### src/rtl/pipe_ctrl_unit.sv
// -----------------------------------------------------------------------------
// pipe_ctrl_unit
//
// Pipelined control unit for a 5-stage MIPS core. It decodes the instruction
// held in IF/ID into a control bundle, then carries that bundle through the
// ID/EX, EX/MEM and MEM/WB registers. It also:
//   - detects load-use and mult/div hazards and stalls IF/ID,
//   - squashes IF/ID on a taken branch or jump,
//   - produces the EX-stage operand forwarding selects.
//
// Optional feature (macro PIPE_CTRL_PERF_CNT_EN): saturating stall and flush
// event counters (stall_cnt, flush_cnt). When the macro is undefined these
// ports and counters do not exist.
//
// Parameters:
//   AW     register-address width
//   MD_LAT mult/div busy cycles after issue (1..255)
//   CNT_W  width of the optional performance counters
//
// Ports:
//   clk, rst                  clock, synchronous active-high reset
//   id_valid                  IF/ID holds a real instruction
//   id_opcode, id_func        Instr[31:26], Instr[5:0]
//   id_rs, id_rt, id_rd       Instr[25:21], Instr[20:16], Instr[15:11]
//   id_br_taken               branch/jump resolved taken in ID
//   stall_if_id               hold PC and IF/ID (combinational)
//   flush_if_id               squash IF/ID (combinational)
//   ex_mem_rd, ex_reg_wr      ID/EX control
//   ex_wr_reg, ex_rs, ex_rt   ID/EX register addresses
//   mem_mem_rd, mem_mem_wt,
//   mem_reg_wr, mem_wr_reg    EX/MEM control and destination
//   wb_reg_wr, wb_wr_reg      MEM/WB write enable and destination
//   wb_mem_to_reg             00 link (PC+8), 01 ALU, 10 memory
//   fwd_a, fwd_b              EX operand select: 00 regfile, 01 EX/MEM, 10 MEM/WB
//   md_busy                   mult/div unit busy
//   stall_cnt, flush_cnt      event counters (only with PIPE_CTRL_PERF_CNT_EN)
// -----------------------------------------------------------------------------
module pipe_ctrl_unit #(
    parameter int AW     = 5,
    parameter int MD_LAT = 32,
    parameter int CNT_W  = 32
) (
    input  logic          clk,
    input  logic          rst,
    input  logic          id_valid,
    input  logic [5:0]    id_opcode,
    input  logic [5:0]    id_func,
    input  logic [AW-1:0] id_rs,
    input  logic [AW-1:0] id_rt,
    input  logic [AW-1:0] id_rd,
    input  logic          id_br_taken,
    output logic          stall_if_id,
    output logic          flush_if_id,
    output logic          ex_mem_rd,
    output logic          ex_reg_wr,
    output logic [AW-1:0] ex_wr_reg,
    output logic [AW-1:0] ex_rs,
    output logic [AW-1:0] ex_rt,
    output logic          mem_mem_rd,
    output logic          mem_mem_wt,
    output logic          mem_reg_wr,
    output logic [AW-1:0] mem_wr_reg,
    output logic          wb_reg_wr,
    output logic [AW-1:0] wb_wr_reg,
    output logic [1:0]    wb_mem_to_reg,
    output logic [1:0]    fwd_a,
    output logic [1:0]    fwd_b,
    output logic          md_busy
`ifdef PIPE_CTRL_PERF_CNT_EN
    ,
    output logic [CNT_W-1:0] stall_cnt,
    output logic [CNT_W-1:0] flush_cnt
`endif
);

    // ------------------------------------------------------------------
    // ID-stage decode
    // ------------------------------------------------------------------
    logic          op_r;
    logic          is_jr;
    logic          is_jalr;
    logic          is_jal;
    logic          is_md;
    logic          is_mfhilo;
    logic          is_branch;
    logic          dec_mem_rd;
    logic          dec_mem_wt;
    logic          dec_reg_wr;
    logic [AW-1:0] dec_wr_reg;
    logic [1:0]    dec_mem_to_reg;

    always_comb begin
        op_r       = (id_opcode == 6'h00);
        is_jr      = op_r && (id_func == 6'h08);
        is_jalr    = op_r && (id_func == 6'h09);
        is_jal     = (id_opcode == 6'h03);
        // mult, multu, div, divu occupy func 0x18..0x1B
        is_md      = op_r && (id_func[5:2] == 4'b0110);
        is_mfhilo  = op_r && ((id_func == 6'h10) || (id_func == 6'h12));
        // j, REGIMM and beq/bne/blez/bgtz (0x04..0x07)
        is_branch  = (id_opcode == 6'h01) || (id_opcode == 6'h02) ||
                     (id_opcode[5:2] == 4'b0001);
        dec_mem_rd = (id_opcode == 6'h20) || (id_opcode == 6'h21) ||
                     (id_opcode == 6'h23) || (id_opcode == 6'h24) ||
                     (id_opcode == 6'h25);
        dec_mem_wt = (id_opcode == 6'h28) || (id_opcode == 6'h29) ||
                     (id_opcode == 6'h2B);
        dec_reg_wr = !(is_jr || dec_mem_wt || is_branch || is_md);

        // Non-writing instructions carry destination 0 so that hazard and
        // forwarding compares never see a stale address.
        if (!dec_reg_wr) begin
            dec_wr_reg = '0;
        end else if (is_jal) begin
            dec_wr_reg = AW'(5'd31);
        end else if (op_r) begin
            dec_wr_reg = id_rd;
        end else begin
            dec_wr_reg = id_rt;
        end

        if (is_jal || is_jalr) begin
            dec_mem_to_reg = 2'b00;
        end else if (dec_mem_rd) begin
            dec_mem_to_reg = 2'b10;
        end else begin
            dec_mem_to_reg = 2'b01;
        end
    end

    // ------------------------------------------------------------------
    // Stage registers not exposed as ports
    // ------------------------------------------------------------------
    logic       ex_mem_wt;
    logic [1:0] ex_mem_to_reg;
    logic [1:0] mem_mem_to_reg;
    logic [7:0] md_cnt;

    // ------------------------------------------------------------------
    // Hazards, stall and flush
    // ------------------------------------------------------------------
    logic load_use;
    logic md_hazard;
    logic md_issue;
    logic [7:0] md_cnt_next;

    always_comb begin
        load_use    = id_valid && ex_mem_rd && (ex_wr_reg != '0) &&
                      ((ex_wr_reg == id_rs) || (ex_wr_reg == id_rt));
        md_hazard   = id_valid && md_busy && (is_md || is_mfhilo);
        stall_if_id = !rst && (load_use || md_hazard);
        // Stall wins; the branch stays in ID and is re-evaluated next cycle.
        flush_if_id = !rst && id_br_taken && id_valid && !stall_if_id;
        md_issue    = id_valid && is_md && !stall_if_id;

        if (md_issue) begin
            md_cnt_next = 8'(MD_LAT);
        end else if (md_cnt != 8'd0) begin
            md_cnt_next = md_cnt - 8'd1;
        end else begin
            md_cnt_next = 8'd0;
        end
    end

    // ------------------------------------------------------------------
    // Forwarding selects for the instruction in EX (EX/MEM has priority)
    // ------------------------------------------------------------------
    always_comb begin
        fwd_a = 2'b00;
        fwd_b = 2'b00;
        if (mem_reg_wr && (mem_wr_reg != '0) && (mem_wr_reg == ex_rs)) begin
            fwd_a = 2'b01;
        end else if (wb_reg_wr && (wb_wr_reg != '0) && (wb_wr_reg == ex_rs)) begin
            fwd_a = 2'b10;
        end
        if (mem_reg_wr && (mem_wr_reg != '0) && (mem_wr_reg == ex_rt)) begin
            fwd_b = 2'b01;
        end else if (wb_reg_wr && (wb_wr_reg != '0) && (wb_wr_reg == ex_rt)) begin
            fwd_b = 2'b10;
        end
    end

    // ------------------------------------------------------------------
    // Pipeline registers; advance every cycle (no downstream backpressure)
    // ------------------------------------------------------------------
    always_ff @(posedge clk) begin
        if (rst) begin
            ex_mem_rd      <= 1'b0;
            ex_mem_wt      <= 1'b0;
            ex_reg_wr      <= 1'b0;
            ex_wr_reg      <= '0;
            ex_rs          <= '0;
            ex_rt          <= '0;
            ex_mem_to_reg  <= 2'b00;
            mem_mem_rd     <= 1'b0;
            mem_mem_wt     <= 1'b0;
            mem_reg_wr     <= 1'b0;
            mem_wr_reg     <= '0;
            mem_mem_to_reg <= 2'b00;
            wb_reg_wr      <= 1'b0;
            wb_wr_reg      <= '0;
            wb_mem_to_reg  <= 2'b00;
            md_cnt         <= 8'd0;
            md_busy        <= 1'b0;
        end else begin
            if (stall_if_id || !id_valid) begin
                ex_mem_rd     <= 1'b0;
                ex_mem_wt     <= 1'b0;
                ex_reg_wr     <= 1'b0;
                ex_wr_reg     <= '0;
                ex_rs         <= '0;
                ex_rt         <= '0;
                ex_mem_to_reg <= 2'b00;
            end else begin
                ex_mem_rd     <= dec_mem_rd;
                ex_mem_wt     <= dec_mem_wt;
                ex_reg_wr     <= dec_reg_wr;
                ex_wr_reg     <= dec_wr_reg;
                ex_rs         <= id_rs;
                ex_rt         <= id_rt;
                ex_mem_to_reg <= dec_mem_to_reg;
            end
            mem_mem_rd     <= ex_mem_rd;
            mem_mem_wt     <= ex_mem_wt;
            mem_reg_wr     <= ex_reg_wr;
            mem_wr_reg     <= ex_wr_reg;
            mem_mem_to_reg <= ex_mem_to_reg;
            wb_reg_wr      <= mem_reg_wr;
            wb_wr_reg      <= mem_wr_reg;
            wb_mem_to_reg  <= mem_mem_to_reg;
            md_cnt         <= md_cnt_next;
            // Registered copy of (md_cnt != 0) so md_busy comes from a flop.
            md_busy        <= (md_cnt_next != 8'd0);
        end
    end

`ifdef PIPE_CTRL_PERF_CNT_EN
    // ------------------------------------------------------------------
    // Saturating event counters
    // ------------------------------------------------------------------
    always_ff @(posedge clk) begin
        if (rst) begin
            stall_cnt <= '0;
            flush_cnt <= '0;
        end else begin
            if (stall_if_id && (stall_cnt != '1)) begin
                stall_cnt <= stall_cnt + CNT_W'(1);
            end
            if (flush_if_id && (flush_cnt != '1)) begin
                flush_cnt <= flush_cnt + CNT_W'(1);
            end
        end
    end
`endif

endmodule

### config.mk
export PLATFORM = sky130hd
export DESIGN_NAME = pipe_ctrl_unit
export DESIGN_NICKNAME = d
export VERILOG_FILES = /design/src/rtl/pipe_ctrl_unit.sv
export SDC_FILE = /design/constraint.sdc
export NUM_CORES = 1
export LEC_CHECK = 0
export BUFFER_PORTS_ARGS = -buffer_cell sky130_fd_sc_hd__buf_2
export CORE_MARGIN = 3
export CORE_UTILIZATION = 53
export CTS_CLUSTER_DIAMETER = 120
export DETAILED_ROUTE_END_ITERATION = 10
export PLACE_DENSITY_LB_ADDON = 0.12
export SLEW_MARGIN = 20
export SYNTH_ARGS = -nofsm -noshare
export SYNTH_HDL_FRONTEND = slang
export SYNTH_SLANG_ARGS = --single-unit
### constraint.sdc
create_clock -name clk -period 5.7 [get_ports clk]
set_input_delay 1.14 -clock clk [delete_from_list [all_inputs] [get_ports clk]]
set_output_delay 1.14 -clock clk [all_outputs]
set_load 0.01 [all_outputs]
==> results of run 1 <==
[synthesized netlist by cell type (2+ instances only)]
| master | n |
|---|---|
| nand3_1 | 10 |
| or4_1 | 4 |
| xor2_1 | 15 |
| a21oi_1 | 10 |
| nor4_1 | 6 |
| nor2_1 | 10 |
| a31o_2 | 2 |
| nor3_1 | 7 |
| xnor2_1 | 18 |
| dfxtp_1 | 47 |
| o21ai_0 | 5 |
| inv_1 | 6 |
| nor3b_1 | 6 |
| and4b_1 | 2 |
| nand2_1 | 9 |
| and2_1 | 13 |
| mux2i_1 | 5 |
| clkbuf_1 | 2 |
| nor2b_1 | 20 |
[power breakdown]
group	total (uW)	internal [uW]	switching, uW
clock network	188	85.7	103
logic	214	102	112
registers	397	362	35.1
total	799	550	249
[kinds of logic (layout without fill, tap and decap cells)]
family,Yosys count,in the layout,share of synthesized area (%)
and+or+nand+nor,93,93,26.2
DFF,47,47,44.7
xor gates and xnor gates,33,33,13.7
AOI/OAI and AO/OA,29,29,10.5
buffers and inverters,9,84,1.96
muxes,5,5,2.38
adders and majority gates,1,1,0.594
[worst max-delay path by stage]
stage	to	cells after the start
floorplan	flush_if_id	6
global placement	flush_if_id	7
detailed placement	flush_if_id	7
CTS	flush_if_id	7
global route	flush_if_id	7
finish	flush_if_id	7
[metal layers]
layer | part of all wire, % | vias up | GRT usage (%)
met5 | 0 | - | 0
met2 | 45 | 68 | 30.0
li1 | - | 902 | -
met4 | 0.43 | 0 | 3.69
met1 | 46 | 795 | 24.7
met3 | 7.8 | 2 | 6.12
[stage by stage]
step                      total power, uW  util, %  hold slack (ps)  setup WS [ps]  cells
after floorplan                       556        -              414           2070    217
after global placement                610     66.7              423           1790    332
after detailed placement              615     66.7              420           1750    332
after CTS                             804     69.0              439           1750    340
after global routing                  856     69.0              453           1610    340
final                                 799     69.0              439           1780    340
[cell type report]
type	instances	area, sq um	area share (%)
Inverter	6	22.5	0.872
Clock buffer	6	72.6	2.81
Multi-Input combinational cell	161	1120	43.5
Clock inverter	2	12.5	0.484
Timing Repair Buffer	70	350	13.6
Tap cell	48	60.1	2.33
Sequential cell	47	941	36.4
[critical path, cell delays in order]
cell	delay (ps)
buf_2	130
nor4_2	380
nand3_1	140
nor3_1	450
a2111oi_4	190
and2_1	220
buf_2	130
==> impl_metrics.toml, run 1 <==
[setup_path]
r2r_slack_ps = 3400
crit_start = "id_opcode[3]"
endpoint_kind = "primary output"
cp_data_required_time_ps = 4560
crit_arrival_ps = 2780
worstSetupStartpointType = "primary input"
critPathMaxFanout = 17
r2r_end = "ex_mem_wt$_SDFF_PP0_"
ff2ff_path_depth = 4
reg2reg_from = "ex_wr_reg[0]$_SDFF_PP0_"
path_class = "in -> out"

[cts]
cts_buffer_depth = 2
cts_max_level = 2
cts_resized = 0
post_cts_buffers = 0
cts_tree = "done"
holdBufCountCts = 0
clk_latency_ps = 280
clk_pin_slew_ps = 80
clock_sinks = 47
cts-root-buf = "clkbuf_8"
numCtsBuffers = 5

[cells_and_area]
layout_commonest_cell = "buf_2"
fin_area_sq_um = 2580
largest_reg_flops = 8
diodes = 0
drive_above_1_share_pct = 28.4
fillCellCount = 336
area_growth_pct = 22.6
top_register = "md_cnt"
fin_nets = 323
layout_common_cells = "70 x buf_2, 47 x dfxtp_1, 20 x nor2b_1"

[sta]
min_period_ps = 3920
fmax_mhz = 255
fin_tns_setup_ps = 0
worst_slew_pin_slew_ps = 866
setup_viol = 0
fin_crit_sh_pct = 68.9
hold_viol = 0
maxSlewViolCount = 0
rsz0062_at_grt = "false"
slew_headroom_pct = 41.9
fin_skew_ps = 1.73

[hold_path]
hold_depth = 1
worst_hold_path.endpoint = "mem_mem_to_reg[0]$_SDFF_PP0_"
hold_path_class = "reg -> reg"
hold_start = "ex_mem_to_reg[0]$_SDFF_PP0_"

[grt]
grt_pass1_vias = 1644
grt_max_degree = 25
grt_usage_pct = 18.7
grt_overflow = 0
antenna_found_initial = 0
grt_pass1_wl_mm = 7.45

[place]
gp_congestion = 0.857
place_area_sq_um = 2500
hpwl_mm = 3.44
portBuffers = 70

[logic_synthesis]
synth_nets = 249
yosysWarningCount = 0
async_flop_share_pct = 0
syn_area_sq_um = 2110
synth_top_cell_by_area = "dfxtp_1"
synth.avg_cell_area_sq_um = 9.70
seq_area_frac_synth_pct = 44.7
yosysUniqueCellTypes = 39
synth_area_leaders = "dfxtp_1 45%, xnor2_1 7.5%, xor2_1 6.2%"
syn-instance-count = 217
synth.ff_latch_count = 47
netlist.area_leader.share_pct = 44.7
synth_edf_count = 0
synth-main-ff-cell = "dfxtp_1"

[floorplan]
die_area_sq_um = 4770
fp-row-count = 22
die_h_microns = 69.0
core-area_sq_um = 3740
ioPinCount = 71
initial_core_util_pct = 56.3
die_w_microns = 69.0

[pwr]
p_leak_uw = 0.00125
p_per_area_nw_per_um2 = 309
vdd_ir_drop_max_v = 0.000145

[route]
route.detailed.drc = 0
wire_per_inst_microns = 12.9
vias = 1767
drt_iter0_drc = 118
dr.pass1.iters = 4
antenna_left = 0
wl_mm = 4.37
viasPerCell = 5.20

[run]
cap_violations = 0

[run_status]
status = "finished, final reports clean"
No activity file was read; power rests on OpenSTA's default activity.
==> inputs of run 2 (changes only) <==
--- a/config.mk
+++ b/config.mk
@@ -5,9 +5,10 @@
 export SDC_FILE = /design/constraint.sdc
 export NUM_CORES = 1
 export LEC_CHECK = 0
+export ABC_AREA = 1
 export BUFFER_PORTS_ARGS = -buffer_cell sky130_fd_sc_hd__buf_2
 export CORE_MARGIN = 3
-export CORE_UTILIZATION = 53
+export CORE_UTILIZATION = 50
 export CTS_CLUSTER_DIAMETER = 120
 export DETAILED_ROUTE_END_ITERATION = 10
 export PLACE_DENSITY_LB_ADDON = 0.12
==> constraint.sdc (replaced) <==
create_clock -name clk -period 4.1 [get_ports clk]
set_input_delay 0.82 -clock clk [delete_from_list [all_inputs] [get_ports clk]]
set_output_delay 0.82 -clock clk [all_outputs]
set_load 0.01 [all_outputs]
==> run 2 against run 1 <==
Critical path depth rose by 5. Total power is 46% higher. Die area up 8.6%. Largest cell class unchanged. Global-route usage up 0.65 points. Sequential power up 38%. Flip-flop and latch count is the same. Setup slack got worse by 670 ps. Combinational power up 70%. Synthesized cell count rose by 42%. Non-clock buffer count unchanged. Clock-buffer cell count is 1 higher. Sequential share of layout area fell by 0.88 points.
==> impl_metrics.toml, run 2 <==
[route]
drt_iter0_drc = 67
wl_mm = 4.50
viasPerCell = 4.64
antenna_left = 0
route.detailed.drc = 0
vias = 2004
dr.pass1.iters = 4
wire_per_inst_microns = 10.4

[cells_and_area]
fillCellCount = 399
fin_nets = 413
area_growth_pct = 21.7
layout_common_cells = "70 x buf_2, 62 x nor2_1, 56 x inv_1"
layout_commonest_cell = "buf_2"
largest_reg_flops = 8
multi_input_area_sq_um = 993
seqCellArea_sq_um = 941
diodes = 0
drive_above_1_share_pct = 23.0
top_register = "md_cnt"
fin_cells = 432
fin_area_sq_um = 2650

[place]
portBuffers = 70
dpl.cell_count = 424
hpwl_mm = 3.67
place_area_sq_um = 2560
gp_congestion = 0.867

[logic_synthesis]
async_flop_share_pct = 0
synth.avg_cell_area_sq_um = 7.06
syn-instance-count = 308
synthTopCellsByCount = "62 x nor2_1, 56 x inv_1, 48 x nand2_1"
synth-main-ff-cell = "dfxtp_1"
seq_area_frac_synth_pct = 43.3
synth.ff_latch_count = 47
netlist.area_leader.share_pct = 43.3
syn_area_sq_um = 2170
synth_area_leaders = "dfxtp_1 43%, nor2_1 11%, inv_1 9.7%"
synth_top_cell_by_area = "dfxtp_1"
synth.most_common_cell = "nor2_1"
synth_edf_count = 0
synth_nets = 340
yosysWarningCount = 0
yosysUniqueCellTypes = 26

[floorplan]
initial_core_util_pct = 53.2
die_area_sq_um = 5180
die_w_microns = 72.0
die_h_microns = 72.0
fp-row-count = 23
ioPinCount = 71
core-area_sq_um = 4090

[hold_path]
hold_path_class = "reg -> reg"
worst_hold_path.endpoint = "wb_mem_to_reg[1]$_SDFF_PP0_"
hold_depth = 2
hold_start = "mem_mem_to_reg[1]$_SDFF_PP0_"

[cts]
cts_tree = "done"
cts-root-buf = "clkbuf_8"
clk_pin_slew_ps = 80
numCtsBuffers = 5
clock_sinks = 47
clk_latency_ps = 290
cts_max_level = 2
holdBufCountCts = 0
post_cts_buffers = 0
cts_buffer_depth = 2
cts_resized = 0

[pwr]
vdd_ir_drop_max_v = 0.000213
p_per_area_nw_per_um2 = 441
p_leak_uw = 0.00149

[sta]
fin_tns_setup_ps = 0
hold_slack_ps = 404
fin_skew_ps = 3.30
fmax_mhz = 334
slew_headroom_pct = 71.7
fin_crit_sh_pct = 72.9
hold_viol = 0
rsz0062_at_grt = "false"
maxSlewViolCount = 0
min_period_ps = 2990
setup_viol = 0
worst_slew_pin_slew_ps = 425

[grt]
antenna_found_initial = 0
grt_usage_pct = 19.3
grt_max_degree = 25
grt_overflow = 0
grt_pass1_wl_mm = 8.00
grt_pass1_vias = 1891

[run]
cap_violations = 0

[run_status]
status = "finished, final reports clean"

[setup_path]
cp_slowest_cell = "inv_2"
reg2reg_from = "md_cnt[0]$_SDFF_PP0_"
crit_start = "id_opcode[1]"
endpoint_kind = "primary output"
crit_chain = "buf_2 > nor2_1 > nand3_2 > inv_2 > nand2_2 > o21ai_1 > nand2_1 > nand2_2 > nor3_2 > inv_2 > nor2_1 > buf_2"
crit_arrival_ps = 2170
max_stage_delay_ps = 210
r2r_slack_ps = 2270
ff2ff_path_depth = 11
worstSetupStartpointType = "primary input"
path_class = "in -> out"
cp_data_required_time_ps = 3280
r2r_end = "md_busy$_SDFF_PP0_"
critPathMaxFanout = 14
run 2: cell count changes after synthesis, sizes merged, moves of 5 or more:
cell | previous run | this run
xnor2 | 18 | 11
mux2i | 5 | 0
nor2b | 20 | 0
and2 | 13 | 0
inv | 6 | 58
o21ai | 5 | 11
nor2 | 10 | 64
nand3 | 10 | 17
nor3b | 6 | 0
nand2 | 9 | 52
nand4 | 0 | 5
run 2: per-stage QoR:
| step | utilization, % | worst slack [ps] | total power (uW) |
|---|---|---|---|
| floorplan | - | 1500 | 830 |
| CTS | 64.8 | 1100 | 1180 |
| global placement | 62.8 | 1170 | 911 |
| detailed placement | 62.8 | 1110 | 921 |
| global route | 64.8 | 896 | 1270 |
| finish | 64.8 | 1110 | 1170 |
run 2: area by class of cell:
type | count | area share, %
Clock inverter | 1 | 0.189
Clock buffer | 7 | 2.88
Inverter | 58 | 8.23
Timing Repair Buffer | 70 | 13.2
Tap cell | 50 | 2.36
Sequential cell | 47 | 35.6
Multi-Input combinational cell | 199 | 37.5
run 2: metal layers:
metal | global-route usage [%] | up-vias | wire (microns)
met5 | 0 | - | 0
met4 | 6.89 | 0 | 74
met3 | 5.26 | 6 | 320
met2 | 31.3 | 56 | 1990
met1 | 24.8 | 860 | 2110
li1 | - | 1082 | -
run 2: how the worst max path moves through the flow:
| stage | endpoint | slack [ps] | cells past startpoint |
|---|---|---|---|
| CTS | flush_if_id | 1100 | 12 |
| finish | flush_if_id | 1110 | 12 |
| global route | flush_if_id | 900 | 12 |
| floorplan | flush_if_id | 1500 | 12 |
| detailed placement | flush_if_id | 1110 | 12 |
| global placement | flush_if_id | 1170 | 12 |
run 2: cell families after synthesis:
| group | after synthesis | synth area share, % |
|---|---|---|
| compound gates | 22 | 5.18 |
| flops | 47 | 43.3 |
| xor+xnor | 22 | 8.86 |
| buf+inv | 62 | 11.0 |
| simple gates | 154 | 31.1 |
| fa+ha+maj | 1 | 0.575 |
run 2: worst max-delay path, delay by kind of cell:
kind                   cells  cell delay, ps
buffers and inverters      4             640
AND/OR/NAND/NOR            7             630
AO/OA/AOI/OAI              1              80
run 2: power by group:
| part | internal, uW | total (uW) | leakage, uW | switching [uW] |
|---|---|---|---|---|
| sequential | 507 | 546 | 0.000385 | 38.3 |
| combinational | 142 | 363 | 0.00106 | 221 |
| clock | 120 | 257 | 0.0000422 | 137 |
| total | 769 | 1170 | 0.00149 | 396 |
==> inputs of run 3 (changes only) <==
--- a/config.mk
+++ b/config.mk
@@ -5,10 +5,10 @@
 export SDC_FILE = /design/constraint.sdc
 export NUM_CORES = 1
 export LEC_CHECK = 0
-export ABC_AREA = 1
+export ABC_AREA = 0
 export BUFFER_PORTS_ARGS = -buffer_cell sky130_fd_sc_hd__buf_2
 export CORE_MARGIN = 3
-export CORE_UTILIZATION = 50
+export CORE_UTILIZATION = 45
 export CTS_CLUSTER_DIAMETER = 120
 export DETAILED_ROUTE_END_ITERATION = 10
 export PLACE_DENSITY_LB_ADDON = 0.12
==> constraint.sdc (replaced) <==
create_clock -name clk -period 2.55 [get_ports clk]
set_input_delay 0.51 -clock clk [delete_from_list [all_inputs] [get_ports clk]]
set_output_delay 0.51 -clock clk [all_outputs]
set_load 0.01 [all_outputs]
==> run 3 against run 2 <==
Die area is 6.9% higher. Total power is 63% higher. Critical endpoint unchanged. Combinational power is 39% higher. Core utilization is 4.3 points lower. Flip-flop and latch count stayed put. Clock power is 100% higher.
==> impl_metrics.toml, run 3 (synthesized netlist as in run 1, its figures left out) <==
[setup_path]
cp_slowest_cell = "or3_4"
crit_chain = "or3_4 > o311a_4 > a2111oi_4 > and2_1 > buf_2"
path_class = "reg -> out"
ff2ff_path_depth = 5
cp_top_family = "compound AO/OA/AOI/OAI gates"
critPathBufInv = 1
endpoint_kind = "primary output"
critPathMaxFanout = 3
max_stage_delay_ps = 380
worstSetupStartpointType = "register"
cp_data_required_time_ps = 2040
crit_arrival_ps = 1950
crit_cells = 5

[cts]
clk_pin_slew_ps = 80
cts_tree = "done"
clk_latency_ps = 290
cts_max_level = 2
cts_buffer_depth = 2
holdBufCountCts = 0
clock_sinks = 47
numCtsBuffers = 5
cts-root-buf = "clkbuf_8"

[sta]
rsz0062_at_grt = "true"
slew_headroom_pct = 67.5
hold_viol = 0
fmax_mhz = 406
setup_viol = 0
fin_skew_ps = 5.12
min_period_ps = 2460
maxSlewViolCount = 0
fin_crit_sh_pct = 96.6
worst_slew_pin_slew_ps = 486

[floorplan]
die_h_microns = 74.4
die_area_sq_um = 5540
die_w_microns = 74.4
ioPinCount = 71
fp-row-count = 24
initial_core_util_pct = 47.4
core-area_sq_um = 4440

[hold_path]
hold_depth = 1
hold_path_class = "reg -> reg"

[place]
portBuffers = 70
dpl.cell_count = 343
gp_congestion = 0.884
hpwl_mm = 3.77

[run]
cap_violations = 0

[cells_and_area]
seqCellArea_sq_um = 946
largest_reg_flops = 8
layout_commonest_cell = "buf_2"
top_register = "md_cnt"
diodes = 0
layout_common_cells = "70 x buf_2, 45 x dfxtp_1, 20 x nor2b_1"
fin_nets = 332
drive_above_1_share_pct = 31.7
multi_input_area_sq_um = 1130
area_growth_pct = 27.6
fin_util_pct = 60.4
fin_cells = 352
fillCellCount = 407

[grt]
grt_pass1_wl_mm = 7.92
antenna_found_initial = 0
grt_overflow = 0
grt_pass1_vias = 1694
grt_usage_pct = 18.4
grt_max_degree = 24

[route]
route.detailed.drc = 0
viasPerCell = 5.08
dr.pass1.iters = 4
vias = 1789
drt_iter0_drc = 96
antenna_left = 0
wl_mm = 4.74
wire_per_inst_microns = 13.5

[pwr]
p_int_uw = 1340
pwr-share-seq_pct = 46.4
pwr-share-clk_pct = 27.1
p_leak_uw = 0.00130
combPwrFrac_pct = 26.5
netSwitchingPower_uw = 561
vdd_ir_drop_max_v = 0.000302
p_per_area_nw_per_um2 = 709
swShare_pct = 29.5

[run_status]
status = "finished, final reports clean"
==> run 3: changes by cell type in the layout (fill, tap and decap cells not counted), sizes merged, moves of 7 or more <==
cell / before / now
and2: 0 / 13
buf: 70 / 79
inv: 58 / 6
nand2: 52 / 9
nand3: 17 / 10
nor2: 64 / 10
nor2b: 0 / 20
xnor2: 11 / 18
==> run 3: worst paths after layout <==
kind,start,to,slack [ps]
max,ex_wr_reg[0]$_SDFF_PP0_,flush_if_id,90
min,mem_mem_to_reg[0]$_SDFF_PP0_,wb_mem_to_reg[0]$_SDFF_PP0_,440
max reg2reg,ex_wr_reg[0]$_SDFF_PP0_,ex_mem_wt$_SDFF_PP0_,650
min reg2reg,mem_mem_to_reg[0]$_SDFF_PP0_,wb_mem_to_reg[0]$_SDFF_PP0_,440
==> run 3: metrics by stage <==
| step | total power (uW) | TNS (ps) | hold WS, ps | cell area (sq um) | setup slack, ps |
|---|---|---|---|---|---|
| final | 1910 | 0 | 440 | 2690 | 87.4 |
| after global routing | 2030 | -12.9 | 449 | 2690 | -12.9 |
| after CTS | 1910 | 0 | 440 | 2660 | 11.1 |
| after detailed placement | 1400 | 0 | 421 | 2550 | 180 |
| after global placement | 1400 | 0 | 423 | 2550 | 256 |
| after floorplan | 1240 | 0 | 414 | 2110 | 160 |
==> run 3: layout make-up <==
class	instances	area share, %
repair buffers	79	15.6
inverters	6	0.838
flip-flops and latches	47	35.2
well taps	52	2.42
clock buffers	6	2.70
multi-input cells	161	42.2
clock inverters	1	1.12
==> run 3: power groups by stage <==
stage | Sequential, uW | Combinational, uW | Clock [uW]
global placement | 901 | 497 | 0
detailed placement | 899 | 498 | 0
global route | 897 | 576 | 561
finish | 884 | 506 | 516
CTS | 883 | 499 | 528
floorplan | 897 | 346 | 0
==> run 3: repair_timing <==
| item | CTS | global route |
|---|---|---|
| setup buffers | 0 | 2 |
| setup endpoints to repair | 1 | 3 |
| resized for setup | 0 | 6 |
| pin swaps | 1 | 0 |
==> run 3: metal layers <==
layer | share of wire [%] | global-route usage, % | wire, microns | up-vias
li1 | - | - | - | 924
met1 | 48 | 25.3 | 2290 | 808
met2 | 45 | 29.1 | 2140 | 52
met3 | 5.9 | 4.73 | 280 | 5
met4 | 0.78 | 4.15 | 37 | 0
met5 | 0 | 0 | 0 | -
